===== src/rtl/tlb_op_ctrl_if.sv =====
// tlb_op_ctrl_if: request/response handshake between the CP0/execute stage and the TLB op sequencer
// Ports:
//   req_valid/req_ready : request handshake
//   req_op              : 00 TLBR, 01 TLBWI, 10 TLBWR, 11 TLBP
//   req_index           : CP0 Index
//   req_entry           : TLB write data
//   req_entry_hi        : CP0 EntryHi probe key
//   resp_valid/ready    : response handshake
//   resp_op             : echo of the accepted op
//   resp_entry          : TLBR read data
//   resp_index          : TLBP result (bit 31 = miss)
interface tlb_op_ctrl_if #(
  parameter int N_TLB_ENTRIES = 32,
  parameter int ENTRY_W = 64
);
  localparam int IDX_W = $clog2(N_TLB_ENTRIES);
  logic req_valid;
  logic req_ready;
  logic [1:0] req_op;
  logic [IDX_W-1:0] req_index;
  logic [ENTRY_W-1:0] req_entry;
  logic [31:0] req_entry_hi;
  logic resp_valid;
  logic resp_ready;
  logic [1:0] resp_op;
  logic [ENTRY_W-1:0] resp_entry;
  logic [31:0] resp_index;
  modport master (
    output req_valid, req_op, req_index, req_entry, req_entry_hi, resp_ready,
    input req_ready, resp_valid, resp_op, resp_entry, resp_index
  );
  modport slave (
    input req_valid, req_op, req_index, req_entry, req_entry_hi, resp_ready,
    output req_ready, resp_valid, resp_op, resp_entry, resp_index
  );
endinterface


===== src/rtl/tlb_op_ctrl.sv =====
// tlb_op_ctrl: sequencer for TLBR/TLBWI/TLBWR/TLBP, owning CP0 Random and Wired
// Ports:
//   clk, rst (async, active-low)
//   bus           : request/response handshake (tlb_op_ctrl_if.slave)
//   wired_we/wdata: CP0 Wired write
//   random, wired : current CP0 Random / Wired
//   tlbrw_*       : mmu read/write port (rddata combinational from tlbrw_index)
//   tlbp_*        : mmu probe port (tlbp_index combinational from tlbp_entry_hi)
//   tlb_wr_flush  : one-cycle pulse after each TLB write
// Build option: define TLB_OP_CTRL_WIRED_EN to implement the Wired register;
// otherwise wired is 0 and Random free-runs over the whole TLB.
module tlb_op_ctrl #(
  parameter int N_TLB_ENTRIES = 32,
  parameter int ENTRY_W = 64,
  localparam int IDX_W = $clog2(N_TLB_ENTRIES)
) (
  input  logic clk,
  input  logic rst,
  tlb_op_ctrl_if.slave bus,
  input  logic wired_we,
  input  logic [IDX_W-1:0] wired_wdata,
  output logic [IDX_W-1:0] random,
  output logic [IDX_W-1:0] wired,
  output logic [IDX_W-1:0] tlbrw_index,
  output logic tlbrw_we,
  output logic [ENTRY_W-1:0] tlbrw_wrdata,
  input  logic [ENTRY_W-1:0] tlbrw_rddata,
  output logic [31:0] tlbp_entry_hi,
  input  logic [31:0] tlbp_index,
  output logic tlb_wr_flush
);
  typedef enum logic [2:0] {IDLE, READ, WRITE, PROBE, RESP, FLUSH} state_t;
  localparam logic [IDX_W-1:0] MAX_IDX = IDX_W'(N_TLB_ENTRIES - 1);
  state_t state, state_nx;
  logic accept, wired_wr;
  assign accept = bus.req_valid & bus.req_ready;
  assign bus.req_ready = state == IDLE;
  assign bus.resp_valid = state == RESP;
  assign tlbrw_we = state == WRITE;
  assign tlb_wr_flush = state == FLUSH;
  always_ff @(posedge clk or negedge rst)
    if (!rst) state <= IDLE;
    else state <= state_nx;
  // write ops are 01 and 10, so the two op bits differ exactly for writes
  always_comb begin
    state_nx = state;
    case (state)
      IDLE: if (accept) state_nx = bus.req_op == 2'b00 ? READ : bus.req_op == 2'b11 ? PROBE : WRITE;
      READ, WRITE, PROBE: state_nx = RESP;
      RESP: if (bus.resp_ready) state_nx = (bus.resp_op[1] ^ bus.resp_op[0]) ? FLUSH : IDLE;
      default: state_nx = IDLE;
    endcase
  end
  // result fields are cleared on accept so non-matching ops report zero
  always_ff @(posedge clk or negedge rst)
    if (!rst) begin
      bus.resp_op <= '0;
      bus.resp_entry <= '0;
      bus.resp_index <= '0;
      tlbrw_index <= '0;
      tlbrw_wrdata <= '0;
      tlbp_entry_hi <= '0;
    end else if (accept) begin
      bus.resp_op <= bus.req_op;
      bus.resp_entry <= '0;
      bus.resp_index <= '0;
      tlbrw_index <= bus.req_op == 2'b10 ? random : bus.req_index;
      tlbrw_wrdata <= bus.req_entry;
      tlbp_entry_hi <= bus.req_entry_hi;
    end else if (state == READ) bus.resp_entry <= tlbrw_rddata;
    else if (state == PROBE) bus.resp_index <= tlbp_index;
`ifdef TLB_OP_CTRL_WIRED_EN
  always_ff @(posedge clk or negedge rst)
    if (!rst) wired <= '0;
    else if (wired_we) wired <= wired_wdata;
  assign wired_wr = wired_we;
`else
  logic unused_wired;
  assign unused_wired = ^{wired_we, wired_wdata};
  assign wired = '0;
  assign wired_wr = 1'b0;
`endif
  // with wired fixed at 0 the wrap test reduces to a plain 0 -> MAX wrap
  always_ff @(posedge clk or negedge rst)
    if (!rst) random <= MAX_IDX;
    else random <= (wired_wr || random == wired || wired >= MAX_IDX) ? MAX_IDX : random - IDX_W'(1);
endmodule


===== src/flat_wrapper.sv =====
// flat-port wrapper written by rule: the top's interface ports become plain ports
module tlb_op_ctrl_flat 
#(
  parameter int N_TLB_ENTRIES = 32,
  parameter int ENTRY_W = 64,
  localparam int IDX_W = $clog2(N_TLB_ENTRIES)
)
  (clk, rst, wired_we, wired_wdata, random, wired, tlbrw_index, tlbrw_we, tlbrw_wrdata, tlbrw_rddata, tlbp_entry_hi, tlbp_index, tlb_wr_flush, bus_req_valid, bus_req_op, bus_req_index, bus_req_entry, bus_req_entry_hi, bus_resp_ready, bus_req_ready, bus_resp_valid, bus_resp_op, bus_resp_entry, bus_resp_index);
  tlb_op_ctrl_if #(.N_TLB_ENTRIES(N_TLB_ENTRIES), .ENTRY_W(ENTRY_W)) bus_i ();
  input  logic clk;
  input  logic rst;
  input  logic wired_we;
  input  logic [IDX_W-1:0] wired_wdata;
  output logic [IDX_W-1:0] random;
  output logic [IDX_W-1:0] wired;
  output logic [IDX_W-1:0] tlbrw_index;
  output logic tlbrw_we;
  output logic [ENTRY_W-1:0] tlbrw_wrdata;
  input  logic [ENTRY_W-1:0] tlbrw_rddata;
  output logic [31:0] tlbp_entry_hi;
  input  logic [31:0] tlbp_index;
  output logic tlb_wr_flush;
  input wire logic [$bits(bus_i.req_valid)-1:0] bus_req_valid;
  input wire logic [$bits(bus_i.req_op)-1:0] bus_req_op;
  input wire logic [$bits(bus_i.req_index)-1:0] bus_req_index;
  input wire logic [$bits(bus_i.req_entry)-1:0] bus_req_entry;
  input wire logic [$bits(bus_i.req_entry_hi)-1:0] bus_req_entry_hi;
  input wire logic [$bits(bus_i.resp_ready)-1:0] bus_resp_ready;
  output wire logic [$bits(bus_i.req_ready)-1:0] bus_req_ready;
  output wire logic [$bits(bus_i.resp_valid)-1:0] bus_resp_valid;
  output wire logic [$bits(bus_i.resp_op)-1:0] bus_resp_op;
  output wire logic [$bits(bus_i.resp_entry)-1:0] bus_resp_entry;
  output wire logic [$bits(bus_i.resp_index)-1:0] bus_resp_index;
  assign bus_i.req_valid = bus_req_valid;
  assign bus_i.req_op = bus_req_op;
  assign bus_i.req_index = bus_req_index;
  assign bus_i.req_entry = bus_req_entry;
  assign bus_i.req_entry_hi = bus_req_entry_hi;
  assign bus_i.resp_ready = bus_resp_ready;
  assign bus_req_ready = bus_i.req_ready;
  assign bus_resp_valid = bus_i.resp_valid;
  assign bus_resp_op = bus_i.resp_op;
  assign bus_resp_entry = bus_i.resp_entry;
  assign bus_resp_index = bus_i.resp_index;
  tlb_op_ctrl #(.N_TLB_ENTRIES(N_TLB_ENTRIES), .ENTRY_W(ENTRY_W)) u_core (.clk(clk), .rst(rst), .bus(bus_i), .wired_we(wired_we), .wired_wdata(wired_wdata), .random(random), .wired(wired), .tlbrw_index(tlbrw_index), .tlbrw_we(tlbrw_we), .tlbrw_wrdata(tlbrw_wrdata), .tlbrw_rddata(tlbrw_rddata), .tlbp_entry_hi(tlbp_entry_hi), .tlbp_index(tlbp_index), .tlb_wr_flush(tlb_wr_flush));
endmodule

===== config.mk =====
export PLATFORM = sky130hd
export DESIGN_NAME = tlb_op_ctrl_flat
export DESIGN_NICKNAME = d
export VERILOG_FILES = /design/src/rtl/tlb_op_ctrl_if.sv /design/src/rtl/tlb_op_ctrl.sv /design/src/flat_wrapper.sv
export SDC_FILE = /design/constraint.sdc
export NUM_CORES = 1
export LEC_CHECK = 0
export CAP_MARGIN = 10
export CORE_AREA = 5 5 161 163
export CTS_CLUSTER_SIZE = 8
export DETAILED_ROUTE_END_ITERATION = 8
export DIE_AREA = 0 0 166 168
export PLACE_DENSITY = 0.69
export RECOVER_POWER = 25
export SKIP_CTS_REPAIR_TIMING = 1
export SLEW_MARGIN = 20
export SYNTH_ARGS = -nofsm -noshare
export SYNTH_HDL_FRONTEND = slang
export SYNTH_SLANG_ARGS = --single-unit

===== constraint.sdc =====
create_clock -name clk -period 2.1 [get_ports clk]
set_input_delay 0.21 -clock clk [delete_from_list [all_inputs] [get_ports clk]]
set_output_delay 0.21 -clock clk [all_outputs]
set_load 0.02 [all_outputs]

==> summary.txt <==
Largest cells by area after synthesis = sky130_fd_sc_hd__dfrtp_1, sky130_fd_sc_hd__mux2_1, sky130_fd_sc_hd__nand2_1
Cell count after synthesis = 629
Part of the Yosys area used for sequential elements = 64.79%
Share of power burned in the clock network = 19.8%
Worst slack after detailed placement = 110.9 ps
Count of TritonRoute iterations in the first routing pass = 4
Crit path arrival time = 1770 ps
Hold Vio Cnt, Final = 0
Fraction of the cycle the final worst path needs = 94.06%
Min setup slack post-route = 124.7 ps
Required time of the worst setup path = 1890 ps
Kind of critical path = flop to output pin
I/O pin count = 422
Min-delay src = tlbrw_rddata[20]
DRC violations left = 0
Count of nets left with antenna violations after detail routing = 0
Max Clock Freq = 506.3 MHz
Post-layout minimum cycle time = 1975 ps
DR vias = 6330
Largest stage delay, worst path = 660 ps
Relative max-transition margin = 1.451%
RSZ-0062 raised after global routing = no
Clock transition at path regs = 50 ps
Count of flip-flops with a built-in enable after synthesis = 0
Synth Register Bits = 207
Switching part of the total power = 36.64%
Post-layout net count = 1257
Leading cell type in the layout, fill and taps excluded = sky130_fd_sc_hd__clkdlybuf4s50_1
Cells along the critical path = clkdlybuf4s50_1
Area of the core = 0.02418 mm^2
Final number of setup-violating endpoints = 0
Die Footprint = 0.02789 mm^2
Global-route wire length before repair = 38.78 mm
Average detailed-routed wire length per instance = 18.17 um
GRT Residual Overflow = 0
Clock root buffer master = sky130_fd_sc_hd__clkbuf_16
Largest driver fanout on the critical path = 6
Die W = 166 um
Setup crit start kind = flop
Async set-reset flop share out of synthesis = 100.0%
Routability cong. = 0.7753
Internal portion of total power = 13.16 mW
Worst IR drop on VDD = 1.046 mV
CTS Buf Count = 29
Cell area after technology mapping = 0.008005 mm^2
Initial detailed-routing violation count = 333
Pleak = 5.630 nW
I/O Buffers = 410
Pin count of the biggest net entering global routing = 65
FF-to-FF path depth = 4
Worst hold path endpoint = u_core.bus.resp_entry[20]$_DFFE_PN0P_
Result of the run = completed
Count of maximum capacitance violations = 0
Top FF cell, synth = sky130_fd_sc_hd__dfrtp_1
Least-Margin Pin Slew = 1478 ps
Start of the worst register-to-register path = u_core.state[2]$_DFFE_PN0P_
Initial antenna violation count = 0
Routed via count divided by cell count = 4.580
Post-Route Skew = 14.96 ps
Final routed wirelength across all metal layers = 25.12 mm
Count of final max-slew check failures = 0
Global-route usage over all layers = 17.16%
Worst reg2reg endpoint = u_core.tlbp_entry_hi[26]$_DFFE_PN0P_
Combinational power share = 47.5%
Diode count = 0
Slowest CP cell = sky130_fd_sc_hd__clkdlybuf4s50_1
Worst Hold Margin = 231.2 ps
Area share of the largest cell type after synthesis = 63.14%
Largest area contributor in the netlist = sky130_fd_sc_hd__dfrtp_1
Number of distinct standard cells referenced by the synthesized netlist = 30
Maximum clock path buffer count = 3
Power share of the sequential group = 32.7%
Critical path endpoint category = output pin
Worst reg2reg setup slack = 310 ps
Rows = 57
Height of the die = 168 um
Largest delay contributor family on the critical path = buffers and inverters
Later-pin clock latency in the skew report = 530 ps
Total number of yosys warnings = 0
Net switching power = 7.613 mW
Via count of the first global-routing pass = 6667
TritonCTS clock tree = done
Final HPWL DP = 18.58 mm
Synthesized area per cell = 12.73 um^2
Pwr dens = 1562 mW/mm^2
Area overhead of the layout relative to synthesis = 66.18%
Worst hold stages = 3
Worst hold path type = primary input to flop
Number of sinks handled by clock tree synthesis = 207
Worst Path Buf+Inv = 1
Share of cells above drive strength 1 = 6.711%
Number of H-tree levels = 1
Most used cells in the layout excluding fill and tap cells = sky130_fd_sc_hd__clkdlybuf4s50_1, sky130_fd_sc_hd__dfrtp_1, sky130_fd_sc_hd__nand2_1
Initial Utilization = 33.11%
cell usage after synthesis (3+ instances only):
master and count:
sky130_fd_sc_hd__ha_1 3, sky130_fd_sc_hd__mux2_2 9, sky130_fd_sc_hd__mux2_1 89, sky130_fd_sc_hd__buf_4 19
sky130_fd_sc_hd__dfrtp_1 202, sky130_fd_sc_hd__nor2_1 9, sky130_fd_sc_hd__o31ai_1 3, sky130_fd_sc_hd__nor3b_1 3
sky130_fd_sc_hd__a22o_1 32, sky130_fd_sc_hd__buf_2 20, sky130_fd_sc_hd__a21oi_1 69, sky130_fd_sc_hd__dfstp_2 5
sky130_fd_sc_hd__nand2_1 128, sky130_fd_sc_hd__clkbuf_1 7, sky130_fd_sc_hd__mux2i_1 5, sky130_fd_sc_hd__inv_1 7
worst max-delay path by stage:
| stage | from | to | slack, ps | depth (start not counted) |
|---|---|---|---|---|
| global placement | bus_req_valid | u_core.tlbp_entry_hi[6]$_DFFE_PN0P_ | 140 | 5 |
| global route | rst | u_core.state[1]$_DFFE_PN0P_ | 40 | 3 |
| CTS | u_core.state[2]$_DFFE_PN0P_ | bus_resp_valid | -230 | 2 |
| floorplan | u_core.state[2]$_DFFE_PN0P_ | u_core.bus.resp_op[0]$_DFFE_PN0P_ | 500 | 5 |
| detailed placement | bus_req_valid | u_core.tlbp_entry_hi[26]$_DFFE_PN0P_ | 110 | 5 |
| finish | u_core.random[2]$_DFF_PN1_ | random[2] | 120 | 1 |
power by group through the flow:
| stage | Sequential [mW] | Combinational, mW | Clock, mW |
|---|---|---|---|
| after floorplan | 8.94 | 2.68 | 0 |
| after global placement | 6.76 | 9.92 | 0 |
| after detailed placement | 6.83 | 10.0 | 0 |
| after CTS | 6.81 | 10.0 | 4.26 |
| after global routing | 7.04 | 10.4 | 4.44 |
| final | 6.80 | 9.86 | 4.12 |
layer usage:
layer  routed length (um)  share of wire, %  track usage [%]
met2                13020                52            31.25
met4                  464               1.8            4.161
met3                 2225               8.9            6.026
met5                    0                 0                0
met1                 9402                37            19.30
state kept, by name, summed over array words and instances (netlist names):
| register | cells |
|---|---|
| u_core.bus.resp_index | 32 |
| u_core.bus.resp_op | 2 |
| u_core.bus.resp_entry | 64 |
| u_core.random | 5 |
| u_core.tlbrw_wrdata | 64 |
| u_core.tlbp_entry_hi | 32 |
| u_core.tlbrw_index | 5 |
| u_core.state | 3 |
through the flow:
step / instance area, um^2 / TNS, ps / util [%] / power, mW / instances
after floorplan: 8020 / 0 / - / 11.62 / 633
after global routing: 13300 / 0 / 55.02 / 21.92 / 1382
after detailed placement: 12520 / 0 / 51.79 / 16.84 / 1337
final: 13300 / 0 / 55.02 / 20.78 / 1382
after CTS: 13310 / -658.1 / 55.04 / 21.11 / 1381
after global placement: 12520 / 0 / 51.79 / 16.68 / 1337
layout make-up:
| class | count | area [um^2] |
|---|---|---|
| clock inverter | 1 | 8.758 |
| inverter | 7 | 26.28 |
| tap | 324 | 405.4 |
| sequential | 207 | 5190 |
| fill | 2046 | 10870 |
| timing repair buffer | 430 | 4367 |
| clock buffer | 43 | 778.2 |
| multi-input combinational | 370 | 2527 |
logic make-up (layout without fill, tap and decap cells):
logic type,after synthesis,after routing,share of synthesized area (%)
muxes,103,103,14.41
AOI/OAI and AO/OA,108,108,8.425
and+or+nand+nor,148,148,7.612
adders and majority gates,3,3,0.4689
xor gates and xnor gates,3,3,0.3283
other,1,5,0.04684
buffers and inverters,56,481,3.923
DFF,207,207,64.79
No activity file was read; power rests on OpenSTA's default activity.
